$ cat config.mk
export PLATFORM = sky130hd
export DESIGN_NAME = map_probe_arbiter
export DESIGN_NICKNAME = d
export VERILOG_FILES = /design/src/rtl/map_probe_arbiter.sv
export SDC_FILE = /design/constraint.sdc
export NUM_CORES = 1
export LEC_CHECK = 0
export ABC_AREA = 1
export CORE_MARGIN = 1.5
export CORE_UTILIZATION = 50
export CTS_BUF_LIST = sky130_fd_sc_hd__clkbuf_8 sky130_fd_sc_hd__clkbuf_16
export CTS_CLUSTER_DIAMETER = 30
export DETAILED_ROUTE_END_ITERATION = 8
export DONT_BUFFER_PORTS = 1
export SLEW_MARGIN = 20
export SYNTH_ARGS = -nofsm -noshare
export SYNTH_HDL_FRONTEND = slang
export SYNTH_SLANG_ARGS = --single-unit
$ cat constraint.sdc
create_clock -name clk -period 6.25 [get_ports clk]
set_input_delay 1.25 -clock clk [delete_from_list [all_inputs] [get_ports clk]]
set_output_delay 1.25 -clock clk [all_outputs]
set_load 0.01 [all_outputs]
$ cat src/rtl/map_probe_arbiter.sv
// map_probe_arbiter: time-shares one combinational mapRom port among N_REQ movers.
// A granted mover gets its 12 wall probes sequenced one per cycle around its
// latched centre, then a {L,U,R,D} free-direction mask plus a one-cycle done.
// Optional build macro MAP_PROBE_PRIO_EN: requester 0 has fixed priority over
// the round-robin among the others.
module map_probe_arbiter #(
  parameter int unsigned N_REQ   = 4,
  parameter int unsigned COORD_W = 9,
  localparam int unsigned ID_W   = (N_REQ > 1) ? $clog2(N_REQ) : 1
) (
  input  logic                       clk,
  input  logic                       reset,
  input  logic [N_REQ-1:0]           req,
  input  logic [N_REQ*COORD_W-1:0]   req_x,
  input  logic [N_REQ*COORD_W-1:0]   req_y,
  output logic [COORD_W-1:0]         rom_x,
  output logic [COORD_W-1:0]         rom_y,
  input  logic [1:0]                 rom_pixel,
  output logic                       busy,
  output logic [ID_W-1:0]            grant_id,
  output logic [N_REQ-1:0]           done,
  output logic [3:0]                 flags
);

  typedef enum logic [1:0] {StIdle, StProbe, StDone} state_e;

  state_e               state_q;
  logic [ID_W-1:0]      ptr_q;
  logic [COORD_W-1:0]   cx_q, cy_q;
  logic [COORD_W-1:0]   last_x_q, last_y_q;
  logic [3:0]           k_q;
  logic [3:0]           acc_q;

  logic signed [5:0]    dx, dy;
  logic [1:0]           dir;
  logic [COORD_W-1:0]   probe_x, probe_y;
  logic                 pick_found;
  logic [ID_W-1:0]      pick_id;
  int unsigned          idx;
  logic [ID_W-1:0]      ridx;

  // Probe offset table: three probes per direction, L, U, R, D; dir is the acc bit.
  always_comb begin
    dx  = '0;
    dy  = '0;
    dir = 2'd0;
    case (k_q)
      4'd0:  begin dx = -6'sd13; dy =  6'sd0;  dir = 2'd3; end
      4'd1:  begin dx = -6'sd11; dy = -6'sd13; dir = 2'd3; end
      4'd2:  begin dx = -6'sd11; dy =  6'sd12; dir = 2'd3; end
      4'd3:  begin dx =  6'sd0;  dy = -6'sd13; dir = 2'd2; end
      4'd4:  begin dx = -6'sd13; dy = -6'sd11; dir = 2'd2; end
      4'd5:  begin dx =  6'sd12; dy = -6'sd11; dir = 2'd2; end
      4'd6:  begin dx =  6'sd12; dy =  6'sd0;  dir = 2'd1; end
      4'd7:  begin dx =  6'sd11; dy = -6'sd13; dir = 2'd1; end
      4'd8:  begin dx =  6'sd11; dy =  6'sd12; dir = 2'd1; end
      4'd9:  begin dx =  6'sd0;  dy =  6'sd12; dir = 2'd0; end
      4'd10: begin dx = -6'sd13; dy =  6'sd11; dir = 2'd0; end
      4'd11: begin dx =  6'sd12; dy =  6'sd11; dir = 2'd0; end
      default: ;
    endcase
  end

  // Sign-extended add wraps modulo 2^COORD_W; no clamping at map edges.
  assign probe_x = cx_q + {{(COORD_W-6){dx[5]}}, dx};
  assign probe_y = cy_q + {{(COORD_W-6){dy[5]}}, dy};

  // ROM address follows the live probe while probing, otherwise holds the last one.
  assign rom_x = (state_q == StProbe) ? probe_x : last_x_q;
  assign rom_y = (state_q == StProbe) ? probe_y : last_y_q;

  // Round-robin pick starting at the pointer; optional fixed priority for requester 0.
  always_comb begin
    pick_found = 1'b0;
    pick_id    = '0;
    idx        = 0;
    ridx       = '0;
    for (int unsigned i = 0; i < N_REQ; i++) begin
      idx  = (32'(ptr_q) + i) % N_REQ;
      ridx = ID_W'(idx);
      if (!pick_found && req[ridx]) begin
        pick_found = 1'b1;
        pick_id    = ridx;
      end
    end
`ifdef MAP_PROBE_PRIO_EN
    if (req[0]) begin
      pick_found = 1'b1;
      pick_id    = '0;
    end
`endif
  end

  // Arbitration / probe sequencing FSM with registered status outputs.
  always_ff @(posedge clk) begin
    if (reset) begin
      state_q  <= StIdle;
      ptr_q    <= '0;
      cx_q     <= '0;
      cy_q     <= '0;
      last_x_q <= '0;
      last_y_q <= '0;
      k_q      <= '0;
      acc_q    <= 4'b1111;
      busy     <= 1'b0;
      grant_id <= '0;
      done     <= '0;
      flags    <= 4'b0000;
    end else begin
      done <= '0;
      case (state_q)
        StIdle: begin
          if (pick_found) begin
            cx_q     <= req_x[pick_id*COORD_W +: COORD_W];
            cy_q     <= req_y[pick_id*COORD_W +: COORD_W];
            grant_id <= pick_id;
            busy     <= 1'b1;
            k_q      <= '0;
            acc_q    <= 4'b1111;
            state_q  <= StProbe;
          end
        end
        StProbe: begin
          last_x_q <= probe_x;
          last_y_q <= probe_y;
          if (rom_pixel == 2'b00) acc_q[dir] <= 1'b0;
          if (k_q == 4'd11) begin
            state_q <= StDone;
          end else begin
            k_q <= k_q + 4'd1;
          end
        end
        StDone: begin
          flags          <= acc_q;
          done[grant_id] <= 1'b1;
          busy           <= 1'b0;
`ifdef MAP_PROBE_PRIO_EN
          // A priority grant to requester 0 leaves the rotation among the rest untouched.
          if (grant_id != '0) begin
            ptr_q <= (grant_id == ID_W'(N_REQ-1)) ? '0 : grant_id + 1'b1;
          end
`else
          ptr_q <= (grant_id == ID_W'(N_REQ-1)) ? '0 : grant_id + 1'b1;
`endif
          state_q <= StIdle;
        end
        default: state_q <= StIdle;
      endcase
    end
  end

endmodule

## Yosys cells after proc, flatten, opt, wreduce, memory -nomap -nowiden

Cells that the tools add are included.

| operators by class | value |
|---|---|
| add/subtract/negate cells | 7 |
| bitwise logic cells | 3 |
| $lt $le $gt $ge | 8 |
| $mul | 1 |
| muxes and demuxes | 37 |
| equal/unequal tests | 18 |
| reduce and logical (&&, ||, !) cells | 30 |
| shift-type cells | 2 |

Operators with widths:

| kind | number |
|---|---|
| 36-bit by 7-bit variable part select with 9-bit output | 2 |
| 6-bit one-hot mux with 4 select lines | 2 |
| 3-bit OR reduction | 7 |
| 9-bit adder | 2 |
| 2-bit by 3-bit less-than comparator with 1-bit output (second input constant) | 6 |
| 9-bit 2-to-1 mux | 2 |
| 4-bit by 3-bit == test with 1-bit output (second input constant) | 4 |
| 4-bit == test (second input constant) | 4 |
| 4-bit 2-to-1 mux | 4 |
| 4-bit one-hot mux with 2 select lines | 2 |
| 2-bit 2-to-1 mux | 7 |
| 1-bit 2-to-1 mux | 11 |
| 2-bit OR reduction | 5 |
| 1-bit binary-select mux with 2-bit select | 4 |
| 4-bit by 2-bit == test with 1-bit output (second input constant) | 2 |
| 2-bit by 4-bit multiplier with 6-bit output (second input constant) | 1 |
| 2-bit one-hot mux with 3 select lines | 1 |
| 2-bit AND reduction | 3 |
| 3-bit AND reduction | 2 |
| 1-bit logical AND | 5 |
| 2-bit by 1-bit adder with 2-bit output (second input constant) | 2 |
| 2-bit adder (second input constant) | 2 |
| 4-bit by 1-bit adder with 4-bit output (second input constant) | 1 |
| 4-bit bitwise AND | 1 |
| other kinds (15) | 24 |

| storage, ports and cells | value |
|---|---|
| bits of input ports | 80 |
| output and inout bits | 29 |
| word-level logic and storage cells | 118 |
| flip-flop bits (word level) | 59 |

## Longest topological paths before layout

Gate-level depths: netlist (run 1).

| logic depth | value |
|---|---|
| depth after elaboration | 14 |
| mapped depth | 18 |
| gate-level depth less buffers | 18 |

## Worst setup path before layout (run 1)

Ideal clock, no wire load.

| timing | value |
|---|---|
| kind | reg2out |
| from | reg k_q[0] |
| to | out rom_y[6] |
| arrival time | 2.342 ns |
| stages on the path, launching flop included | 17 |
| setup slack | 2.658 ns |
| cells stage by stage | dfxtp_1 inv_1 ha_1 nor2_1 inv_1 nand2_1 nand3_1 ha_1 fa_1 nand3_1 nand2_1 nand2_1 nand2_1 a21oi_1 xor2_1 nand2_1 nand2_1 |

| on the way | value |
|---|---|
| longest elaborated chain between the ends | 5 |
| elaborated cells between the ends (all ways) | 17 |

RTL lines:

| item | line | RTL |
|---|---|---|
| from (decl) | 31 | `logic [3:0] k_q;` |
| from (signal assigned) | 130 | `k_q <= k_q + 4'd1;` |
| 4-bit == test, or another cell as far along | 47 | `case (k_q)` |
| 3-bit OR reduction (no source line) or 2-bit OR reduction (tied branches) | n/a |  |
| 6-bit one-hot mux with 4 select lines * | 47 |  |
| 9-bit adder * | 66 | `assign probe_y = cy_q + {{(COORD_W-6){dy[5]}}, dy};` |
| 9-bit 2-to-1 mux * | n/a |  |
| to (decl) | 17 | `output logic [COORD_W-1:0] rom_y,` |

Every way passes the cells marked *; elsewhere a longest branch is shown, timed or not.

## Final worst setup path (run 1)

Same ends and word-level chain as after synthesis.

==> results of run 1 <==
[flip-flops by register name, indices dropped and copies added, names as in the netlist]
signal / flops
busy: 1
done: 4
ptr_q: 2
cy_q: 9
grant_id: 2
state_q: 2
k_q: 4
last_y_q: 9
flags: 4
cx_q: 9
acc_q: 4
last_x_q: 9
[power groups by stage]
stage                     clock [mW]  sequential [mW]  combinational (mW)
after floorplan                    0            0.428               0.245
after global placement             0            0.435               0.285
after detailed placement           0            0.436               0.288
after CTS                      0.400            0.427               0.291
after global routing           0.413            0.430               0.334
final                          0.393            0.427               0.288
[metal layers]
metal  GRT usage, %  vias to the layer above
met3           4.15                       14
met5              0                        -
met2           42.3                       85
met4           6.00                        0
met1           26.1                     1807
li1               -                     2122
[per-stage QoR]
stage	instances	util, %	worst slack [ns]	hold slack (ns)	power, mW
floorplan	685	-	2.66	0.414	0.673
global placement	769	51.5	2.44	0.427	0.720
detailed placement	769	51.5	2.39	0.431	0.724
CTS	785	54.2	2.00	0.449	1.12
global route	785	54.2	1.65	0.479	1.18
finish	785	54.2	1.99	0.447	1.11
[tightest hold or removal path: stages (launching register included)]
cell,delay (ns)
sky130_fd_sc_hd__dfxtp_1,0.31
sky130_fd_sc_hd__nand2_1,0.06
sky130_fd_sc_hd__nand2_1,0.04
[cell type report]
type                            count  share of cell area, %
Multi-Input combinational cell    492                   56.1
Sequential cell                    59                   26.4
Inverter                          112                   9.39
Tap cell                          105                   2.93
Clock buffer                        9                   2.77
Clock inverter                      7                   2.26
Timing Repair Buffer                1                  0.168
[synthesized netlist by cell type (all sizes together)]
cell type / number
buf: 16
nand4: 1
o31ai: 2
a21oi: 42
a211oi: 2
o22ai: 2
o31a: 2
o21ai: 21
ha: 24
clkbuf: 6
xor2: 7
or2: 4
nand3b: 18
a31oi: 1
dfxtp: 59
inv: 112
nor3b: 1
nor3: 6
and2: 1
nand3: 72
fa: 2
nor2: 38
xnor2: 3
a221oi: 1
nand2: 242
[worst min-delay path by stage]
| stage | start | endpoint | depth (start not counted) |
|---|---|---|---|
| 5_1_grt | acc_q[3] | acc_q[3] | 2 |
| 4_1_cts | acc_q[2] | acc_q[2] | 2 |
| 3_3_place_gp | acc_q[3] | acc_q[3] | 2 |
| 3_5_place_dp | acc_q[2] | acc_q[2] | 2 |
| 6_report | acc_q[3] | acc_q[3] | 2 |
| 2_1_floorplan | acc_q[2] | acc_q[2] | 2 |
[cell families after synthesis]
logic type	synth area share, %
compound gates	9.50
flops	27.7
buf+inv	13.5
fa+ha+maj	7.97
xor+xnor	2.05
simple gates	39.3
==> flow_results.org, run 1 <==
** Clocking
- No sink is reached through more buffers than the 2 on the longest clock path.
- Clock sinks :: 59
- In this run the clock root is driven by a sky130_fd_sc_hd__clkbuf_8.
- The clock reaches the later pin of the worst-skew pair after 0.34 ns.
- The H-tree was split into 3 levels.
- After clock tree synthesis, the clock-pin slew on the worst setup and hold paths is about 0.08 ns.
- After clock tree synthesis, the flow added hold-fix buffers numbering 0.
- TritonCTS built the clock tree.
- TritonCTS Buffers :: 9
- Buffers inserted during post-CTS setup optimization :: 0
- Post-CTS repair changed the size of 0 cells.

** Critical path
- Critical path's top delay family :: adder cells
- Endpoint of the most critical register-to-register path :: last_y_q[6]
- CP most frequent cell :: sky130_fd_sc_hd__nand2_1
- Setup crit start :: k_q[0]
- Worst path slowest cell :: sky130_fd_sc_hd__dfxtp_1
- Critical Path End Type :: output port
- Worst flop-to-flop path startpoint :: k_q[0]
- Counting buffers and inverters, the worst setup path is 14 cells deep.
- Following the worst setup path forward leads to its endpoint at rom_y[6].
- Counting cells, the worst reg-to-reg path comes to 14.
- By startpoint and endpoint, the worst setup path is classified as reg -> out.
- Along the worst path, the maximum fanout reaches 6.
- Together, buffers and inverters on the worst path number 1.
- R2R setup slack :: approximately 3.5 ns
- Sequence of cells on the critical path :: inv_1, ha_1, o21ai_0, nand3_1, ha_1, fa_1, nand3_1, nand2_1, nand2_1, nand2_1, a21oi_1, xor2_1, nand2_1, nand2_1
- Required time reported for the critical path endpoint :: about 5 ns
- In this design, the stage delay of the slowest critical-path cell is between 0.4 and 0.5 ns.
- Kind of launch point of the worst setup path :: flop
- Data on the critical path arrives at its endpoint at ~3 ns.

** Place
- Input and output buffers added on the ports amount to 0.
- After detailed placement, the total cell area comes to around 0.0043 mm².
- DP Wirelength :: around 7400 µm
- Final GP Congestion :: between 0.8 and 0.9

** Timing
- Setup repair after global routing left no endpoint under its margin.
- Max_slew headroom :: 54.1%
- For the final database, setup skew stands at 0.0110 ns.
- Post-layout min period :: between 4 and 5 ns
- Number of hold-slack violations in the final timing report :: 0
- Final period util :: 68.2%
- Derived from the worst setup path, the maximum achievable clock frequency is 235 MHz.
- In the final timing run, aggregate negative setup slack is 0 ns.
- Measured slew at the worst slew-check pin :: a little under 0.7 ns
- Final Max Tran Viols :: 0
- Finish-stage setup viols :: 0

** Final layout
- Relative area change from synthesis to final layout :: 4.89%
- After filler insertion, the fill cell instance count of the layout stands at roughly 870.
- The top cell types in the final layout, fill and taps aside, are 233 x sky130_fd_sc_hd__nand2_1, 108 x sky130_fd_sc_hd__inv_1, 70 x sky130_fd_sc_hd__nand3_1, 59 x sky130_fd_sc_hd__dfxtp_1, 42 x sky130_fd_sc_hd__a21oi_1.
- Layout Cell Area excl Fill :: around 0.0045 mm²
- Diodes inserted :: 0
- The library cell used most frequently in the layout, excluding fill and tap cells, is sky130_fd_sc_hd__nand2_1.
- The sequential cells in the finished layout cover a total of between 0.001 and 0.0015 mm².
- At the end of the flow, the number of nets in the layout was 781.
- In the final layout, the multi-input gates occupy roughly 0.0025 mm².
- Of the cells placed in the final design, the portion with a size suffix greater than 1 is approximately 5.7%.

** Min path
- The worst hold path belongs to the class reg -> reg.

** Floorplanning
- Horizontal die dimension :: 95.4 µm
- The floorplan has 33 rows.
- Full die area :: a little over 0.009 mm²
- After floorplanning, the core was sized to cover 0.00826 mm².
- Initial Utilization :: slightly above 50%
- In this run the count of I/O pins placed on the die edge is roughly 110.
- The die is 95.4 µm tall.

** Run status
- Status :: finished, final reports clean

** GRT
- The initial antenna violation count came to 0.
- The first global-routing pass estimated around 16000 µm of wire.
- Largest net degree at the start of global routing :: 38
- For this run, the total global-route usage over all layers was measured as 22.6%.
- Vias in the first global route :: ~3700
- Summed over all layers, the global routing overflow is 0.

** Route
- The count of nets left with antenna violations once routing finished came out at 0.
- Wire segments on met3 add up to around 330 µm in the final route.
- Routed length on met2 :: between 5000 and 6000 µm
- Routed signal wires occupy layers up through met4.
- After detailed routing, the number of vias per cell comes to between 5 and 6.
- Wires add up to a little under 10000 µm.
- Drt first-iter violations :: about 170
- Routed metal-1 wirelength :: between 4000 and 5000 µm
- Dividing the detail-routed wire length by the instance count gives ~13 µm.
- Count of vias placed by the detailed router :: between 4000 and 5000
- The first detailed-routing pass took 4 iterations.
- DRC viols :: 0

** Pwr
- Across the VDD grid, the largest voltage drop is roughly 160 µV.
- Cell internal power was estimated by the tool at around 0.73 mW.
- In this run the power density over the cells is between 200 and 250 mW/mm².
- Switching Power :: between 0.3 and 0.4 mW
- Of the total power, combinational logic draws between 20% and 30%.
- P_leak :: about 2.4 nW
- Of the total power, the clock network draws between 30 and 40%.
- Sequential fraction of design power :: approximately two fifths
- Net switching share of the total power :: approximately a third

** Yosys
- The top cell type by area accounts for ~28% of the synthesized area.
- Post-Synthesis Cell Area :: between 0.004 and 0.005 mm²
- Cell type contributing the most total cell area after synthesis :: sky130_fd_sc_hd__dfxtp_1
- During synthesis, Yosys emitted a total of 0 warnings.
- The synthesized netlist contains 36 unique library cells.
- Post-synthesis sequential element count :: about 60
- For this run, the register share of the synthesized area comes to between 20% and 30%.
- The number of nets handed over by synthesis was between 700 and 800.
- Leading cell types by total area after synthesis :: sky130_fd_sc_hd__dfxtp_1 28%, sky130_fd_sc_hd__nand2_1 20%, sky130_fd_sc_hd__inv_1 9.5%
- Synthesis produced 685 cells.
- Mean Syn Cell Area :: 6.23 µm²

** Run
- Across the run, the number of max-cap violations was 0.
(Power assumes the default switching activity.)
==> run 2: changes to the inputs <==
==> constraint.sdc (replaced) <==
create_clock -name clk -period 4 [get_ports clk]
set_input_delay 0.8 -clock clk [delete_from_list [all_inputs] [get_ports clk]]
set_output_delay 0.8 -clock clk [all_outputs]
set_load 0.01 [all_outputs]
==> run 2 against run 1 <==
  * Register-to-register slack got worse by 2.1 ns
  * Final cell count up 0.13%
  * Flip-flop and latch count stayed put
  * Die area is the same
  * Power increased by 54%
  * Worst setup slack worse by 1.7 ns
  * Design area is 0.17% higher
  * Non-clock buffer count grew 1
  * Highest routed layer unchanged
==> flow_results.org, run 2 (same netlist as run 1, synthesis figures left out) <==
** Run status
- Status :: finished, final reports clean

** Timing
- Fmax achieved :: 270 MHz
- The max-slew violation count is 0.
- Max_slew headroom :: between 50% and 60%
- Finish-stage setup viols :: 0
- Setup repair after global routing left no endpoint under its margin.
- Number of hold-slack violations in the final timing report :: 0
- For the pin with the worst max-slew slack, the measured transition is ~0.68 ns.
- Summed over all failing endpoints, the final setup total negative slack is 0 ns.
- Post-layout min period :: 3.70 ns
- Across the routed clock network, the largest skew measured is between 0.008 and 0.009 ns.
- The worst path uses between 90% and 100% of the clock period.

** Final layout
- After filler insertion, the fill cell instance count of the layout stands at ~860.
- Relative to the synthesized area, the layout overhead comes to 5.07%.
- After routing the design area is approximately 0.0045 mm².
- Area of the multi-input gates :: 0.00252 mm²
- At the end of the flow the core is filled with cells to roughly 54%.
- Leaving out fill and tap cells, the most frequent cell in the layout is sky130_fd_sc_hd__nand2_1.
- Register area :: roughly 0.0012 mm²
- The number of antenna diodes in the final layout is 0.
- The net count of the finished layout is between 700 and 800.
- The post-route netlist has under 10% of its cells at a drive strength greater than 1.
- The top cell types in the final layout, fill and taps aside, are 233 x sky130_fd_sc_hd__nand2_1, 108 x sky130_fd_sc_hd__inv_1, 70 x sky130_fd_sc_hd__nand3_1, 57 x sky130_fd_sc_hd__dfxtp_1, 41 x sky130_fd_sc_hd__a21oi_1.

** GRT
- The initial antenna violation count was 0.
- For this run, global-route usage on met3 was measured as roughly 4.1%.
- Met1 track utilization from global routing :: approximately a quarter
- Largest net degree at the start of global routing :: 38
- Vias in the first global route :: between 3000 and 4000
- GR peak layer :: met2
- Global routing consumed, over all layers together, between 20 and 25% of the routing resources.
- For met2 alone, demand over resource in global routing was 43.1%.
- Remaining global-route overflow :: 0
- The first global-routing pass estimated between 15000 and 20000 µm of wire.

** Critical path
- The cell family contributing the most delay on the critical path is simple AND/OR/NAND/NOR gates.
- STA classifies the critical path startpoint as a flop.
- Required time reported for the critical path endpoint :: approximately 3.2 ns
- On the critical path, the stage with the largest delay is an instance of sky130_fd_sc_hd__fa_1.
- Endpoint of the most critical register-to-register path :: last_y_q[6]
- Sequence of cells on the critical path :: inv_1, ha_1, nor2_1, inv_1, nand2_1, nand3_1, ha_1, fa_1, nand3_1, nand2_1, nand2_1, nand2_1, a21oi_1, xor2_1, nand2_1, nand2_1
- Critical path destination :: rom_y[6]
- In this run the number of cells on the critical path is 16.
- The number of cells on the worst reg-to-reg path is 16.
- Worst flop-to-flop path startpoint :: k_q[0]
- Critical path buffers and inverters :: 2
- CP most frequent cell :: sky130_fd_sc_hd__nand2_1
- Critical Path AT :: a little under 3 ns
- Of all nets on the critical path, the largest fanout is 6.
- Setup crit start :: k_q[0]
- WS Path Type :: reg -> out
- The worst setup path is captured at an output port.
- On the worst path, the slowest cell contributes a delay of approximately 0.40 ns.
- The worst register-to-register path has a setup slack of 1.36 ns.

** Clocking
- Post-cts repair resize count :: 0
- TritonCTS Buffers :: 9
- TritonCTS built the clock tree.
- Clock-pin slew was measured on the worst setup and hold paths at about 0.070 ns.
- Total number of H-tree levels :: 3
- For the worst-skew pair, the clock arrives at the later sink with an insertion delay of roughly 0.34 ns.
- CTS Root Buffer Type :: sky130_fd_sc_hd__clkbuf_8
- Buffers inserted during post-CTS setup optimization :: 0
- After clock tree synthesis, the flow added hold-fix buffers numbering 0.
- The clock passes through at most 2 buffers.
- CTS saw 59 sinks.

** Floorplanning
- Y dimension of the die :: roughly 95 µm
- Once the floorplan was initialized, standard cells occupied about 52% of the core.
- The floorplan step defined a die boundary enclosing slightly above 0.009 mm².
- between 100 and 150 I/O pins were placed.
- Row generation in the floorplan step produced 33 rows.
- CORE AREA :: a little over 0.008 mm²
- Horizontal die dimension :: around 95 µm

** Pwr
- For this design the static power due to leakage is approximately 2.4 nW.
- Dividing total power by cell area gives a power density of approximately 380 mW/mm².
- The worst-case IR drop observed on VDD is 271 µV.
- Total power for the finished layout comes to approximately 1.7 mW.

** Route
- In the routed layout, each cell is associated on average with a via count of around 5.1.
- In the final routed layout, each cell accounts on average for about 12 µm.
- DRC viols :: 0
- Count of vias placed by the detailed router :: between 4000 and 5000
- Drt first-iter violations :: 140
- The detail route stage leaves a number of antenna-violating nets equal to 0.
- WL final :: between 9000 and 10000 µm
- The first TritonRoute pass finished after 5 iterations.

** Place
- Once detailed placement completed, the half-perimeter wirelength came to roughly 7400 µm.
- Number of port buffers :: 0
- Summing all placed instances gives a cell area of about 0.0043 mm².
- Final GP Congestion :: between 0.8 and 0.9

** Min path
- Tightest Hold Check Type :: reg -> reg

** Run
- Count of max-cap constraint violations :: 0
[run 2: tightest hold or removal path: cells and delay by family, from the launching register on]
family | cells | cell delay, ns
DFF | 1 | 0.31
and+or+nand+nor | 2 | 0.10
[run 2: how the worst min path moves through the flow]
stage,depth (start not counted),start,to,slack (ns)
2_1_floorplan,2,acc_q[2],acc_q[2],0.41
4_1_cts,2,acc_q[3],acc_q[3],0.45
6_report,2,acc_q[3],acc_q[3],0.44
3_3_place_gp,2,acc_q[3],acc_q[3],0.43
5_1_grt,2,acc_q[2],acc_q[2],0.48
3_5_place_dp,2,acc_q[3],acc_q[3],0.43
[run 2: cell type report]
type	count	area share, %
sequential	59	26.4
inverter	112	9.37
multi-input combinational	492	56.2
clock buffer	9	2.76
timing repair buffer	2	0.335
clock inverter	7	2.06
tap	105	2.93
[run 2: metal layers]
| metal | wire [µm] | part of all wire, % |
|---|---|---|
| met3 | 344 | 3.5 |
| met4 | 116 | 1.2 |
| met5 | 0 | 0 |
| met2 | 5000 | 51 |
| met1 | 4350 | 44 |
[run 2: where the power goes]
group          internal [mW]  leakage [nW]  switching [mW]  total, mW
Combinational          0.155          1.86           0.294      0.449
Sequential             0.638         0.485          0.0288      0.667
Clock                  0.348         0.101           0.243      0.591
[run 2: metrics by stage]
stage | cells | hold slack, ns | setup WS, ns
final | 786 | 0.444 | 0.300
after global routing | 786 | 0.480 | 0.00726
after CTS | 786 | 0.446 | 0.208
after detailed placement | 770 | 0.429 | 0.596
after global placement | 770 | 0.427 | 0.641
after floorplan | 685 | 0.414 | 0.858
==> run 3: changes to the inputs <==
--- a/config.mk
+++ b/config.mk
@@ -12,6 +12,7 @@
 export CTS_CLUSTER_DIAMETER = 30
 export DETAILED_ROUTE_END_ITERATION = 8
 export DONT_BUFFER_PORTS = 1
+export HOLD_SLACK_MARGIN = 0.02
 export SLEW_MARGIN = 20
 export SYNTH_ARGS = -nofsm -noshare
 export SYNTH_HDL_FRONTEND = slang
==> results of run 3 <==
Final layout, timing and power as in run 2 (identical DEF).
